<file path="src/rtl/mips_pkg.sv">
// Shared MIPS pipeline definitions: instruction fields, opcodes, Tuse/Tnew
// constants and the decoded-hazard record used by the hazard controller.
package mips_pkg;

  localparam logic [5:0] OP_RTYPE = 6'h00;
  localparam logic [5:0] OP_J     = 6'h02;
  localparam logic [5:0] OP_JAL   = 6'h03;
  localparam logic [5:0] OP_BEQ   = 6'h04;
  localparam logic [5:0] OP_ADDIU = 6'h09;
  localparam logic [5:0] OP_ORI   = 6'h0d;
  localparam logic [5:0] OP_LUI   = 6'h0f;
  localparam logic [5:0] OP_LW    = 6'h23;
  localparam logic [5:0] OP_SW    = 6'h2b;

  localparam logic [5:0] FN_SLL   = 6'h00;
  localparam logic [5:0] FN_JR    = 6'h08;
  localparam logic [5:0] FN_MFHI  = 6'h10;
  localparam logic [5:0] FN_MTHI  = 6'h11;
  localparam logic [5:0] FN_MFLO  = 6'h12;
  localparam logic [5:0] FN_MTLO  = 6'h13;
  localparam logic [5:0] FN_MULT  = 6'h18;
  localparam logic [5:0] FN_MULTU = 6'h19;
  localparam logic [5:0] FN_DIV   = 6'h1a;
  localparam logic [5:0] FN_DIVU  = 6'h1b;
  localparam logic [5:0] FN_ADDU  = 6'h21;
  localparam logic [5:0] FN_SUBU  = 6'h23;
  localparam logic [5:0] FN_AND   = 6'h24;
  localparam logic [5:0] FN_OR    = 6'h25;
  localparam logic [5:0] FN_SLT   = 6'h2a;

  localparam logic [1:0] TUSE_0 = 2'd0;
  localparam logic [1:0] TUSE_1 = 2'd1;
  localparam logic [1:0] TUSE_2 = 2'd2;
  localparam logic [1:0] TNEW_0 = 2'd0;
  localparam logic [1:0] TNEW_1 = 2'd1;
  localparam logic [1:0] TNEW_2 = 2'd2;

  localparam int MULT_CYC_DEF = 5;
  localparam int DIV_CYC_DEF  = 10;

  typedef struct packed {
    logic       use_rs;
    logic       use_rt;
    logic [1:0] tuse_rs;
    logic [1:0] tuse_rt;
    logic [4:0] a3;
    logic       rwe;
    logic [1:0] tnew;
    logic       md_start;
    logic       md_div;
    logic       md_use;
  } dec_t;

  function automatic logic [5:0] Op(input logic [31:0] ir);
    return ir[31:26];
  endfunction
  function automatic logic [4:0] Rs(input logic [31:0] ir);
    return ir[25:21];
  endfunction
  function automatic logic [4:0] Rt(input logic [31:0] ir);
    return ir[20:16];
  endfunction
  function automatic logic [4:0] Rd(input logic [31:0] ir);
    return ir[15:11];
  endfunction
  function automatic logic [5:0] Func(input logic [31:0] ir);
    return ir[5:0];
  endfunction

endpackage

</file>
<file path="src/rtl/hazard_ctrl_if.sv">
// D-stage instruction in, stall plus per-stage destination info out.
interface hazard_ctrl_if;
  logic [31:0] IR_D;
  logic        stall;
  logic [4:0]  A3_E, A3_M, A3_W;
  logic        RWE_E, RWE_M, RWE_W;
  logic [1:0]  Tnew_E, Tnew_M;
  logic        md_busy;

  modport master (
    input  IR_D,
    output stall, A3_E, A3_M, A3_W, RWE_E, RWE_M, RWE_W, Tnew_E, Tnew_M, md_busy
  );
  modport slave (
    output IR_D,
    input  stall, A3_E, A3_M, A3_W, RWE_E, RWE_M, RWE_W, Tnew_E, Tnew_M, md_busy
  );
endinterface

</file>
<file path="src/rtl/hz_decode.sv">
// Combinational decode of the D-stage instruction into operand use times,
// destination/result timing and multiply/divide unit interaction.
module hz_decode
  import mips_pkg::*;
(
  input  logic [31:0] ir,
  output dec_t        dec
);

  logic unused_shamt;
  assign unused_shamt = ^ir[10:6];

  always_comb begin
    dec = '0;
    case (Op(ir))
      OP_RTYPE: begin
        case (Func(ir))
          FN_ADDU, FN_SUBU, FN_AND, FN_OR, FN_SLT: begin
            dec.use_rs = 1'b1; dec.tuse_rs = TUSE_1;
            dec.use_rt = 1'b1; dec.tuse_rt = TUSE_1;
            dec.a3 = Rd(ir); dec.rwe = 1'b1; dec.tnew = TNEW_1;
          end
          FN_SLL: begin
            dec.use_rt = 1'b1; dec.tuse_rt = TUSE_1;
            dec.a3 = Rd(ir); dec.rwe = 1'b1; dec.tnew = TNEW_1;
          end
          FN_JR: begin
            dec.use_rs = 1'b1; dec.tuse_rs = TUSE_0;
          end
          FN_MULT, FN_MULTU, FN_DIV, FN_DIVU: begin
            dec.use_rs = 1'b1; dec.tuse_rs = TUSE_1;
            dec.use_rt = 1'b1; dec.tuse_rt = TUSE_1;
            dec.md_start = 1'b1; dec.md_use = 1'b1;
            dec.md_div = (Func(ir) == FN_DIV) || (Func(ir) == FN_DIVU);
          end
          FN_MFHI, FN_MFLO: begin
            dec.a3 = Rd(ir); dec.rwe = 1'b1; dec.tnew = TNEW_1;
            dec.md_use = 1'b1;
          end
          FN_MTHI, FN_MTLO: begin
            dec.use_rs = 1'b1; dec.tuse_rs = TUSE_1;
            dec.md_use = 1'b1;
          end
          default: ;
        endcase
      end
      OP_ORI, OP_ADDIU: begin
        dec.use_rs = 1'b1; dec.tuse_rs = TUSE_1;
        dec.a3 = Rt(ir); dec.rwe = 1'b1; dec.tnew = TNEW_1;
      end
      OP_LUI: begin
        dec.a3 = Rt(ir); dec.rwe = 1'b1; dec.tnew = TNEW_1;
      end
      OP_LW: begin
        dec.use_rs = 1'b1; dec.tuse_rs = TUSE_1;
        dec.a3 = Rt(ir); dec.rwe = 1'b1; dec.tnew = TNEW_2;
      end
      OP_SW: begin
        dec.use_rs = 1'b1; dec.tuse_rs = TUSE_1;
        dec.use_rt = 1'b1; dec.tuse_rt = TUSE_2;
      end
      OP_BEQ: begin
        dec.use_rs = 1'b1; dec.tuse_rs = TUSE_0;
        dec.use_rt = 1'b1; dec.tuse_rt = TUSE_0;
      end
      OP_JAL: begin
        dec.a3 = 5'd31; dec.rwe = 1'b1; dec.tnew = TNEW_0;
      end
      default: ;
    endcase
    // $0 is hardwired; a write there must never look like a producer.
    if (dec.a3 == 5'd0) dec.rwe = 1'b0;
  end

endmodule

</file>
<file path="src/rtl/hazard_ctrl.sv">
// Hazard controller: E/M/W destination pipeline, multiply/divide busy
// counter and the D-stage stall decision.
module hazard_ctrl
  import mips_pkg::*;
#(
  parameter int MULT_CYC = MULT_CYC_DEF,
  parameter int DIV_CYC  = DIV_CYC_DEF
) (
  input  logic          clk,
  input  logic          reset,
  hazard_ctrl_if.master hz
);

  localparam int MAX_CYC = (MULT_CYC > DIV_CYC) ? MULT_CYC : DIV_CYC;
  localparam int CNT_W   = $clog2(MAX_CYC + 1);

  dec_t             dec;
  logic [4:0]       rs, rt;
  logic             rs_stall, rt_stall, md_stall;
  logic             start_E, div_E;
  logic [CNT_W-1:0] md_cnt;

  hz_decode u_decode (
    .ir  (hz.IR_D),
    .dec (dec)
  );

  assign rs = Rs(hz.IR_D);
  assign rt = Rt(hz.IR_D);

  always_comb begin
    rs_stall = dec.use_rs && (rs != 5'd0) &&
               (((rs == hz.A3_E) && hz.RWE_E && (hz.Tnew_E > dec.tuse_rs)) ||
                ((rs == hz.A3_M) && hz.RWE_M && (hz.Tnew_M > dec.tuse_rs)));
    rt_stall = dec.use_rt && (rt != 5'd0) &&
               (((rt == hz.A3_E) && hz.RWE_E && (hz.Tnew_E > dec.tuse_rt)) ||
                ((rt == hz.A3_M) && hz.RWE_M && (hz.Tnew_M > dec.tuse_rt)));
  end

  assign hz.md_busy = start_E || (md_cnt != '0);
  assign md_stall   = dec.md_use && hz.md_busy;
  assign hz.stall   = rs_stall || rt_stall || md_stall;

  // D -> E (bubble on stall), E -> M, M -> W
  always_ff @(posedge clk) begin
    if (reset) begin
      hz.A3_E   <= '0;
      hz.RWE_E  <= 1'b0;
      hz.Tnew_E <= '0;
      hz.A3_M   <= '0;
      hz.RWE_M  <= 1'b0;
      hz.Tnew_M <= '0;
      hz.A3_W   <= '0;
      hz.RWE_W  <= 1'b0;
    end else begin
      hz.A3_E   <= hz.stall ? 5'd0 : dec.a3;
      hz.RWE_E  <= hz.stall ? 1'b0 : dec.rwe;
      hz.Tnew_E <= hz.stall ? 2'd0 : dec.tnew;
      hz.A3_M   <= hz.A3_E;
      hz.RWE_M  <= hz.RWE_E;
      hz.Tnew_M <= (hz.Tnew_E == 2'd0) ? 2'd0 : hz.Tnew_E - 2'd1;
      hz.A3_W   <= hz.A3_M;
      hz.RWE_W  <= hz.RWE_M;
    end
  end

  // MD unit occupancy: the stall on md_use keeps a reload from hitting a nonzero count
  always_ff @(posedge clk) begin
    if (reset) begin
      start_E <= 1'b0;
      div_E   <= 1'b0;
      md_cnt  <= '0;
    end else begin
      start_E <= dec.md_start && !hz.stall;
      div_E   <= dec.md_div && !hz.stall;
      if (start_E)
        md_cnt <= div_E ? CNT_W'(DIV_CYC) : CNT_W'(MULT_CYC);
      else if (md_cnt != '0)
        md_cnt <= md_cnt - 1'b1;
    end
  end

endmodule

</file>
<file path="src/flat_wrapper.sv">
// flat-port wrapper written by rule: the top's interface ports become plain ports
module hazard_ctrl_flat import mips_pkg::*;
#(
  parameter int MULT_CYC = MULT_CYC_DEF,
  parameter int DIV_CYC  = DIV_CYC_DEF
)
  (clk, reset, hz_IR_D, hz_stall, hz_A3_E, hz_A3_M, hz_A3_W, hz_RWE_E, hz_RWE_M, hz_RWE_W, hz_Tnew_E, hz_Tnew_M, hz_md_busy);
  hazard_ctrl_if hz_i ();
  input  logic clk;
  input  logic reset;
  input wire logic [$bits(hz_i.IR_D)-1:0] hz_IR_D;
  output wire logic [$bits(hz_i.stall)-1:0] hz_stall;
  output wire logic [$bits(hz_i.A3_E)-1:0] hz_A3_E;
  output wire logic [$bits(hz_i.A3_M)-1:0] hz_A3_M;
  output wire logic [$bits(hz_i.A3_W)-1:0] hz_A3_W;
  output wire logic [$bits(hz_i.RWE_E)-1:0] hz_RWE_E;
  output wire logic [$bits(hz_i.RWE_M)-1:0] hz_RWE_M;
  output wire logic [$bits(hz_i.RWE_W)-1:0] hz_RWE_W;
  output wire logic [$bits(hz_i.Tnew_E)-1:0] hz_Tnew_E;
  output wire logic [$bits(hz_i.Tnew_M)-1:0] hz_Tnew_M;
  output wire logic [$bits(hz_i.md_busy)-1:0] hz_md_busy;
  assign hz_i.IR_D = hz_IR_D;
  assign hz_stall = hz_i.stall;
  assign hz_A3_E = hz_i.A3_E;
  assign hz_A3_M = hz_i.A3_M;
  assign hz_A3_W = hz_i.A3_W;
  assign hz_RWE_E = hz_i.RWE_E;
  assign hz_RWE_M = hz_i.RWE_M;
  assign hz_RWE_W = hz_i.RWE_W;
  assign hz_Tnew_E = hz_i.Tnew_E;
  assign hz_Tnew_M = hz_i.Tnew_M;
  assign hz_md_busy = hz_i.md_busy;
  hazard_ctrl #(.MULT_CYC(MULT_CYC), .DIV_CYC(DIV_CYC)) u_core (.clk(clk), .reset(reset), .hz(hz_i));
endmodule
</file>
<file path="config.mk">
export PLATFORM = sky130hd
export DESIGN_NAME = hazard_ctrl_flat
export DESIGN_NICKNAME = d
export VERILOG_FILES = /design/src/rtl/mips_pkg.sv /design/src/rtl/hazard_ctrl_if.sv /design/src/rtl/hz_decode.sv /design/src/rtl/hazard_ctrl.sv /design/src/flat_wrapper.sv
export SDC_FILE = /design/constraint.sdc
export NUM_CORES = 1
export LEC_CHECK = 0
export ABC_AREA = 1
export CORE_ASPECT_RATIO = 1.1
export CORE_MARGIN = 2
export CORE_UTILIZATION = 41
export DETAILED_ROUTE_END_ITERATION = 8
export HOLD_SLACK_MARGIN = 0.08
export PLACE_DENSITY_LB_ADDON = 0.12
export SLEW_MARGIN = 20
export SYNTH_ARGS = -nofsm -noshare
export SYNTH_HDL_FRONTEND = slang
export SYNTH_SLANG_ARGS = --single-unit
</file>
<file path="constraint.sdc">
create_clock -name clk -period 1.7 [get_ports clk]
set_input_delay 0.255 -clock clk [delete_from_list [all_inputs] [get_ports clk]]
set_output_delay 0.255 -clock clk [all_outputs]
set_load 0.02 [all_outputs]
</file>
==> flow_metrics.py, run 1 <==
metrics = {
    "sta": {
        "setup_viol": 11,
        "fin_ws_ns": -0.4017,
        "final_hold_viol_count": 0,
        "period_share_pct": 123.6,
        "post-route-min-period_ns": 2.102,
        "report.final.slew_viol_count": 0,
        "clock_skew_ns": 0.003221,
        "rsz0062_at_grt": "yes",
        "setup_tns_ns": -2.840,
        "worst_pin_slew_ns": 0.3830,
        "slew_headroom_pct": 74.23,
        "max_freq_mhz": 475.8,
    },
    "placed_design": {
        "gp_congestion": 0.9453,
        "place_ws_ns": -1.356,
        "io_buffers": 52,
        "dpl_cell_area_sq_um": 2887,
        "hpwl_microns": 3987,
    },
    "worst_setup_path": {
        "r2r_cells": 11,
        "critPathTopFamily": "simple AND/OR/NAND/NOR gates",
        "cp-end-kind": "output port",
        "path_common_cell": "nand3_2",
        "required_ns": 1.44,
        "crit_path_max_incr_delay_ns": 0.20,
        "cp_num_buf_inv": 4,
        "path_class": "in2out",
        "crit_chain": "buf_8, buf_4, nor2_1, nand2_1, nand3_2, nand2_2, inv_4, ha_4, a21oi_2, nand4_1, nand2_2, nand3_2, nand3_2, buf_6",
        "arrival_ns": 1.85,
        "critPathSlowestCell": "nor2_1",
        "worstSetupStartpointType": "input pin",
        "reg2reg_slack_ns": 0.02,
        "r2r-start": "u_core.hz.Tnew_M[1]",
        "r2r-end": "u_core.hz.Tnew_E[1]",
        "crit_fanout": 3,
    },
    "clock_network": {
        "cts_tree": "yes",
        "cts.clk_slew.worst_paths_ns": 0.09,
        "cts-root-buf": "clkbuf_8",
        "clockBufferDepth": 2,
        "cts.sinks": 28,
        "clk_latency_ns": 0.28,
        "cts-buffers-inserted": 3,
        "holdBufCountCts": 0,
        "htree_num_levels": 1,
    },
    "grt": {
        "grt_use_total_pct": 23.10,
        "antenna_found_initial": 0,
        "grt_pass1_wl_microns": 8659,
        "grt_pass1_vias": 2147,
        "overflow": 0,
        "grt_max_degree": 16,
    },
    "yosys": {
        "syn-num-nets": 311,
        "syn_area_sq_um": 1765,
        "synth-seq-cells": 28,
        "synth_cell_type_count": 30,
        "syn_inst": 270,
        "yosys_warnings": 0,
        "yosysSeqAreaShare_pct": 31.75,
        "syn_avg_cell_area_sq_um": 6.539,
    },
    "floorplanning": {
        "die_h_microns": 72.83,
        "die_area_sq_um": 4848,
        "rows": 25,
        "initial_core_util_pct": 41.81,
        "floorplan.die.width_microns": 66.57,
        "pin_count": 58,
        "coreArea_sq_um": 4223,
    },
    "route": {
        "routed-wl-met2_microns": 3043,
        "wl_met1_microns": 2421,
        "drt_iter0_drc": 129,
        "first_pass_iters": 4,
        "viasPerCell": 4.882,
        "routed_wl_microns": 5979,
        "vias": 2241,
        "dr_wl_met3_microns": 233,
        "wire_per_inst_microns": 13.03,
        "ant_nets": 0,
        "drcViolationCount": 0,
        "highest_layer": "met4",
    },
    "run": {
        "drv_cap": 0,
    },
    "final_layout": {
        "final_nets": 447,
        "diodes": 0,
        "final_cell_mix": "80 x buf_4, 40 x inv_1, 40 x nand2_1",
        "seqCellArea_sq_um": 565.5,
        "syn_to_final_growth_pct": 85.33,
        "final_area_sq_um": 3272,
        "fillers": 302,
        "drive_gt1_share_pct": 41.98,
        "final_common_cell": "buf_4",
        "multiInputGateArea_sq_um": 1246,
    },
    "power": {
        "p_total_mw": 1.957,
        "irDropWorstVdd_v": 0.0005152,
        "power.density_nw_per_um2": 598.2,
        "p_leak_nw": 1.526,
    },
    "hold_path": {
        "min_to": "u_core.div_E",
        "hp-class": "in2reg",
        "min_from": "hz_IR_D[1]",
        "hold-path-cell-count": 4,
    },
    "status": {
        "violations": "setup timing",
        "status": "complete, but fails checks",
    },
}
[cell usage after synthesis]
cell type | n | area, sq um
o211ai_1 | 1 | 7.510
ha_1 | 7 | 87.58
buf_4 | 1 | 7.510
inv_1 | 51 | 191.4
nor3_1 | 8 | 40.04
nand3_1 | 16 | 80.08
nor4_1 | 2 | 12.51
nor2_4 | 1 | 11.26
a31oi_1 | 1 | 6.260
nand2_2 | 3 | 18.77
xor2_1 | 8 | 70.07
clkbuf_1 | 1 | 3.750
a211oi_1 | 1 | 7.510
nand3b_1 | 1 | 7.510
o21ai_0 | 3 | 15.01
nand3_4 | 1 | 17.52
nand4_1 | 7 | 43.79
dfxtp_1 | 28 | 560.5
nand3_2 | 1 | 10.01
nor2_2 | 1 | 6.260
nand2_1 | 51 | 191.4
a21oi_1 | 15 | 75.07
nor2_1 | 48 | 180.2
a31oi_4 | 1 | 21.27
o221ai_1 | 3 | 26.28
xnor2_1 | 3 | 26.28
a221oi_1 | 2 | 17.52
o22ai_1 | 2 | 12.51
inv_2 | 1 | 3.750
or2_2 | 1 | 6.260
[routing by layer]
metal | vias to the layer above | global-route usage [%]
met5 | - | 0
li1 | 1136 | -
met1 | 1007 | 25.07
met3 | 23 | 3.549
met4 | 0 | 13.15
met2 | 75 | 42.00
[worst max-delay path by stage]
stage	start	to	slack [ns]	cells past startpoint
3_3_place_gp	hz_IR_D[2]	hz_stall	-1.32	16
5_1_grt	hz_IR_D[5]	hz_stall	-0.49	14
4_1_cts	hz_IR_D[2]	hz_stall	-0.48	19
3_5_place_dp	hz_IR_D[1]	hz_stall	-1.36	17
2_1_floorplan	hz_IR_D[0]	hz_stall	-0.04	14
6_report	hz_IR_D[5]	hz_stall	-0.40	14
[sequential cells by signal (all words and copies together) (netlist names), 2 cells and up]
register,count
u_core.md_cnt,4
u_core.hz.A3_M,5
u_core.hz.Tnew_M,2
u_core.hz.A3_W,5
u_core.hz.Tnew_E,2
u_core.hz.A3_E,5
[per-stage QoR]
stage,cells,util [%],hold WS (ns)
2_1_floorplan,270,-,0.3809
3_5_place_dp,438,68.36,0.4596
3_3_place_gp,438,68.36,0.4554
5_1_grt,459,77.48,0.3813
6_report,459,77.48,0.3819
4_1_cts,453,73.72,0.3844
[kinds of logic (layout without fill, tap and decap cells)]
kind of cell | after synthesis | after routing | share of synthesized area (%)
compound gates | 29 | 29 | 10.70
buf+inv | 54 | 188 | 11.69
fa+ha+maj | 7 | 7 | 4.961
xor+xnor | 11 | 11 | 5.458
simple gates | 141 | 142 | 35.44
flops | 28 | 28 | 31.75
[layout make-up]
| type | instances | share of cell area [%] |
|---|---|---|
| sequential | 28 | 17.28 |
| timing repair buffer | 132 | 34.30 |
| multi-input combinational | 189 | 38.09 |
| inverter | 52 | 6.577 |
| clock buffer | 4 | 1.683 |
| tap | 54 | 2.065 |
[worst min-delay path: stages]
cell and delay (ns):
buf_8 0.11, buf_4 0.13, nand2_1 0.08, nor2_2 0.04
[report_power, final]
group	internal, mW	switching [mW]
clock	0.208	0.205
sequential	0.712	0.0289
combinational	0.384	0.419
[repair_timing]
action | 4_1_cts | 5_1_grt
pin swaps | 18 | 27
buffers inserted | 10 | 7
gates resized for setup | 65 | 63
setup endpoints to repair | 14 | 15
gates cloned | 1 | 0
Note: power is estimated with default switching activity, not from simulation.
==> inputs of run 2 (changes only) <==
Settings changed: CORE_ASPECT_RATIO 1.1 to default, CTS_CLUSTER_DIAMETER from default to 60, SYNTH_HIERARCHICAL from default to 1.
==> flow_metrics.py, run 2 <==
metrics = {
    "status": {
        "status": "complete, but fails checks",
        "violations": "setup timing",
    },
    "final_layout": {
        "syn_to_final_growth_pct": 79.29,
        "final_area_sq_um": 3531,
        "final_common_cell": "buf_4",
        "postLayoutCoreUtil_pct": 75.25,
        "diodes": 0,
        "top_regs": "u_core/hz.A3_E (5), u_core/hz.A3_M (5), u_core/hz.A3_W (5)",
        "drive_gt1_share_pct": 38.04,
        "final_nets": 506,
        "fillers": 385,
        "final_cell_mix": "88 x buf_4, 62 x nand2_1, 60 x inv_1",
    },
    "worst_setup_path": {
        "worstSetupStartpointType": "input pin",
        "critPathTopFamily": "simple AND/OR/NAND/NOR gates",
        "critPathSlowestCell": "nor2_2",
        "arrival_ns": 2.01,
        "cp-end-kind": "output port",
        "path_common_cell": "nand2_1",
        "path_class": "in2out",
        "crit_chain": "buf_12, nor2_2, nand3_1, nand4_1, nand2_4, nand3_4, ha_4, nand2_2, inv_2, nor2_2, nand2_1, nor2_1, nand2_1, nand2_1, nand2_2, nand3_4, buf_6",
        "crit_path_max_incr_delay_ns": 0.24,
        "cp_num_buf_inv": 3,
        "required_ns": 1.44,
        "crit_fanout": 7,
    },
    "run": {
        "drv_cap": 0,
    },
    "sta": {
        "post-route-min-period_ns": 2.269,
        "setup_tns_ns": -3.346,
        "period_share_pct": 133.5,
        "report.final.slew_viol_count": 0,
        "fin_ws_ns": -0.5689,
        "hold_ws_ns": 0.4506,
        "rsz0062_at_grt": "yes",
        "setup_viol": 11,
        "clock_skew_ns": 0.006633,
        "max_freq_mhz": 440.7,
        "final_hold_viol_count": 0,
    },
    "floorplanning": {
        "rows": 25,
        "coreArea_sq_um": 4692,
        "die_area_sq_um": 5374,
        "initial_core_util_pct": 41.97,
        "die_h_microns": 73.31,
        "floorplan.die.width_microns": 73.31,
        "pin_count": 58,
    },
    "clock_network": {
        "holdBufCountCts": 0,
        "cts-root-buf": "clkbuf_8",
        "cts_tree": "yes",
        "htree_num_levels": 1,
        "clockBufferDepth": 2,
        "clk_latency_ns": 0.29,
        "cts.sinks": 28,
        "cts.clk_slew.worst_paths_ns": 0.09,
        "cts-buffers-inserted": 3,
    },
    "yosys": {
        "synth_cell_type_count": 26,
        "synth_edf_count": 0,
        "syn_avg_cell_area_sq_um": 6.292,
        "yosys.area.top_type": "dfxtp_1",
        "syn_area_sq_um": 1969,
        "yosysSeqAreaShare_pct": 28.46,
        "synth-seq-cells": 28,
        "synth.area.top_cells": "dfxtp_1 28%, nand2_1 14%, inv_1 13%",
        "yosys_warnings": 6,
        "yosysTopAreaCellShare_pct": 28.46,
        "synthTopCellsByCount": "72 x nand2_1, 67 x inv_1, 47 x nor2_1, 28 x dfxtp_1, 14 x a21oi_1",
        "syn-num-nets": 358,
        "synth.most_common_cell": "nand2_1",
        "syn_inst": 313,
        "ys.flop_type": "dfxtp_1",
        "async_flop_share_pct": 0,
    },
    "grt": {
        "grt_pass1_wl_microns": 9901,
        "grt_pass1_vias": 2378,
        "antenna_found_initial": 0,
        "grt_max_degree": 16,
        "grt_use_total_pct": 23.38,
        "overflow": 0,
    },
    "route": {
        "drt_iter0_drc": 125,
        "routed_wl_microns": 6489,
        "vias": 2466,
        "wire_per_inst_microns": 12.62,
        "viasPerCell": 4.798,
        "first_pass_iters": 5,
        "drcViolationCount": 0,
        "ant_nets": 0,
    },
    "placed_design": {
        "dpl_cell_area_sq_um": 3114,
        "gp_congestion": 0.8467,
        "hpwl_microns": 4420,
        "io_buffers": 52,
    },
    "power": {
        "power.density_nw_per_um2": 525.3,
        "p_total_mw": 1.855,
        "p_leak_nw": 1.772,
        "irDropWorstVdd_v": 0.0005207,
    },
    "hold_path": {
        "hp-class": "in2reg",
    },
}
[run 2: cell types whose count changed after synthesis, moves of 4 or more]
cell / previous run / this run
ha_1: 7 / 11
o21ai_0: 3 / 7
nor3_1: 8 / 4
nor2_2: 1 / 6
nand3_2: 1 / 7
nand2_1: 51 / 72
xor2_1: 8 / 4
inv_1: 51 / 67
[run 2: layout make-up]
class	count	area, sq um	share of cell area, %
multi-input cells	213	1351	38.27
repair buffers	144	1226	34.73
flip-flops and latches	28	561.8	15.91
inverters	71	269.0	7.619
well taps	54	67.56	1.914
clock buffers	4	55.05	1.559
[run 2: power breakdown]
group	internal, mW	switching, mW
clock network	0.208	0.220
logic	0.350	0.355
registers	0.700	0.0213
total	1.26	0.596
[run 2: per-stage QoR]
| step | cells | setup WS (ns) |
|---|---|---|
| after detailed placement | 488 | -1.575 |
| after global placement | 488 | -1.478 |
| final | 514 | -0.5689 |
| after floorplan | 313 | -0.3656 |
| after CTS | 511 | -0.5696 |
| after global routing | 514 | -0.7257 |
[run 2: tightest hold or removal path, cell delays in order]
cell and delay, ns:
buf_2 0.12, buf_4 0.14, inv_1 0.07, nor2_2 0.04
inv_1 0.04, nor2_1 0.03
[run 2: worst paths after layout]
kind / start / end / slack (ns) / cells past startpoint
setup / recovery: hz_IR_D[2] / hz_stall / -0.57 / 17
hold / removal: hz_IR_D[1] / u_core/div_E / 0.45 / 6
setup reg to reg: u_core/hz.Tnew_M[0] / u_core/hz.A3_E[1] / -0.05 / 13
hold reg to reg: u_core/div_E / u_core/md_cnt[3] / 0.52 / 2
[run 2: layer usage]
metal	track usage, %	up-vias	share of wire, %
li1	-	1255	-
met1	26.24	1105	40
met2	45.05	84	52
met3	2.743	22	5.0
met4	7.879	0	3.2
met5	0	-	0
[run 2: what timing repair did]
| item | in CTS | in global routing |
|---|---|---|
| resized for setup | 89 | 32 |
| hold endpoints to repair | 0 | 0 |
| setup endpoints to repair | 12 | 14 |
| gates cloned | 1 | 0 |
| pin swaps | 36 | 35 |
| buffers inserted | 20 | 6 |
[run 2: logic make-up (layout without fill, tap and decap cells)]
logic type | count (synthesis) | count (layout) | synth area share (%)
compound gates | 24 | 24 | 6.481
xor+xnor | 7 | 7 | 3.113
fa+ha+maj | 11 | 11 | 6.988
buf+inv | 73 | 219 | 14.10
flops | 28 | 28 | 28.46
other cells | 1 | 1 | 0.1904
simple gates | 169 | 170 | 40.66
==> inputs of run 3 (changes only) <==
Settings changed: CORE_MARGIN 2 to default.
==> flow_metrics.py, run 3 (synthesis gave the netlist of run 2 again) <==
metrics = {
    "run": {
        "drv_cap": 0,
    },
    "worst_setup_path": {
        "critPathSlowestCell": "ha_4",
        "path_class": "in2out",
        "arrival_ns": 2.18,
        "crit_path_max_incr_delay_ns": 0.20,
        "required_ns": 1.44,
        "worstSetupStartpointType": "input pin",
        "worstSetupStartpoint": "hz_IR_D[4]",
        "crit_chain": "buf_6, nor2_2, nand2_1, nor2_2, nand3_2, nand4_1, nand2_4, nand3_4, ha_4, nand2_2, inv_2, nor2_2, nand2_1, nor2_1, nand2_1, nand2_1, nand2_2, nand3_4, buf_6",
        "path_common_cell": "nand2_1",
        "cp-end-kind": "output port",
        "r2r-start": "u_core/hz.Tnew_M[1]",
        "crit_fanout": 3,
    },
    "sta": {
        "period_share_pct": 143.4,
        "clock_skew_ns": 0.002064,
        "fin_ws_ns": -0.7373,
        "setup_tns_ns": -5.722,
        "post-route-min-period_ns": 2.437,
        "rsz0062_at_grt": "yes",
        "report.final.slew_viol_count": 0,
        "max_freq_mhz": 410.3,
        "final_hold_viol_count": 0,
        "setup_viol": 11,
    },
    "clock_network": {
        "htree_num_levels": 1,
        "clk_latency_ns": 0.27,
        "clockBufferDepth": 2,
        "cts.sinks": 28,
        "cts_tree": "yes",
        "cts-root-buf": "clkbuf_8",
        "cts-buffers-inserted": 3,
        "cts.clk_slew.worst_paths_ns": 0.10,
    },
    "placed_design": {
        "gp_congestion": 0.8208,
        "hpwl_microns": 4262,
        "place_ws_ns": -1.533,
        "io_buffers": 52,
        "dp_cells": 485,
    },
    "status": {
        "status": "complete, but fails checks",
        "violations": "DRC, setup timing",
    },
    "route": {
        "drt_iter0_drc": 269,
        "first_pass_iters": 8,
        "wire_per_inst_microns": 14.12,
        "viasPerCell": 5.052,
        "drcViolationCount": 6,
        "vias": 2647,
        "ant_nets": 0,
        "routed_wl_microns": 7399,
    },
    "floorplanning": {
        "rows": 24,
        "die_area_sq_um": 5084,
        "coreArea_sq_um": 4474,
        "floorplan.die.width_microns": 71.31,
        "die_h_microns": 71.31,
        "pin_count": 58,
        "initial_core_util_pct": 44.02,
    },
    "power": {
        "power_frac_comb_pct": 39.6,
        "power_switching_uw": 633.5,
        "p_leak_nw": 1.832,
        "internal-power_mw": 1.267,
        "pwr-share-clk_pct": 22.3,
        "power.density_nw_per_um2": 527.3,
        "sw_frac_of_total_pct": 33.33,
        "seqPwrFrac_pct": 38.1,
        "irDropWorstVdd_v": 0.0003374,
    },
    "final_layout": {
        "diodes": 0,
        "top_regs": "u_core/hz.A3_E (5), u_core/hz.A3_M (5), u_core/hz.A3_W (5)",
        "final_nets": 518,
        "drive_gt1_share_pct": 39.62,
        "final_cell_mix": "94 x buf_4, 61 x nand2_1, 59 x inv_1",
        "syn_to_final_growth_pct": 83.04,
        "final_common_cell": "buf_4",
        "finalNonFillerCells": 524,
    },
    "grt": {
        "grt_pass1_vias": 2471,
        "grt_pass1_wl_microns": 10490,
        "antenna_found_initial": 0,
        "grt_use_total_pct": 26.19,
        "grt_max_degree": 16,
        "overflow": 0,
    },
    "hold_path": {
        "min_from": "u_core/hz.A3_M[2]",
        "hp-class": "reg2reg",
    },
}
run 3: cell types whose count changed in the layout (fill, tap and decap cells not counted), sizes merged:
cell    before  now
clkbuf       6    5
buf        103  116
run 3: what timing repair did:
item	4_1_cts	5_1_grt
hold buffers	0	0
resized for setup	100	25
pin swaps	35	26
cloned	0	1
setup buffers	30	6
endpoints found under the setup margin	12	16
run 3: metal layers:
metal	global-route usage, %	vias up	share of wire (%)
met1	28.86	1192	37
met4	12.89	0	5.7
met5	0	-	0
li1	-	1274	-
met3	2.532	45	6.1
met2	49.84	136	51
run 3: stage by stage:
stage	power, mW	instance area (sq um)	utilization (%)	hold slack, ns
6_report	1.901	3605	80.56	0.4670
3_3_place_gp	1.372	3104	69.38	0.4692
5_1_grt	1.999	3605	80.56	0.4984
3_5_place_dp	1.389	3104	69.38	0.4732
4_1_cts	1.832	3483	77.85	0.4468
2_1_floorplan	1.058	2004	-	0.3274
run 3: worst paths after layout:
| kind | end | slack (ns) | cells after the start |
|---|---|---|---|
| max | hz_stall | -0.74 | 19 |
| max reg2reg | u_core/div_E | -0.21 | 12 |
| min | u_core/hz.A3_W[2] | 0.47 | 2 |
| min reg2reg | u_core/hz.A3_W[2] | 0.47 | 2 |
run 3: worst max-delay path: cells and delay by family:
kind                       cells  cell delay [ns]
buffers and inverters          3             0.25
adders and majority gates      1             0.20
and+or+nand+nor               15             1.46
run 3: final cells by class:
| cell class | instances | area (sq um) |
|---|---|---|
| clock buffers | 4 | 55.05 |
| fillers | 308 | 869.6 |
| inverters | 71 | 266.5 |
| multi-input cells | 213 | 1325 |
| flip-flops and latches | 28 | 563.0 |
| well taps | 52 | 65.06 |
| repair buffers | 156 | 1330 |
run 3: power by group through the flow:
stage               Clock, mW  Combinational, mW  Sequential, mW
floorplan                   0              0.314           0.744
global placement            0              0.636           0.736
detailed placement          0              0.652           0.737
CTS                     0.426              0.685           0.721
global route            0.457              0.811           0.731
finish                  0.424              0.752           0.724
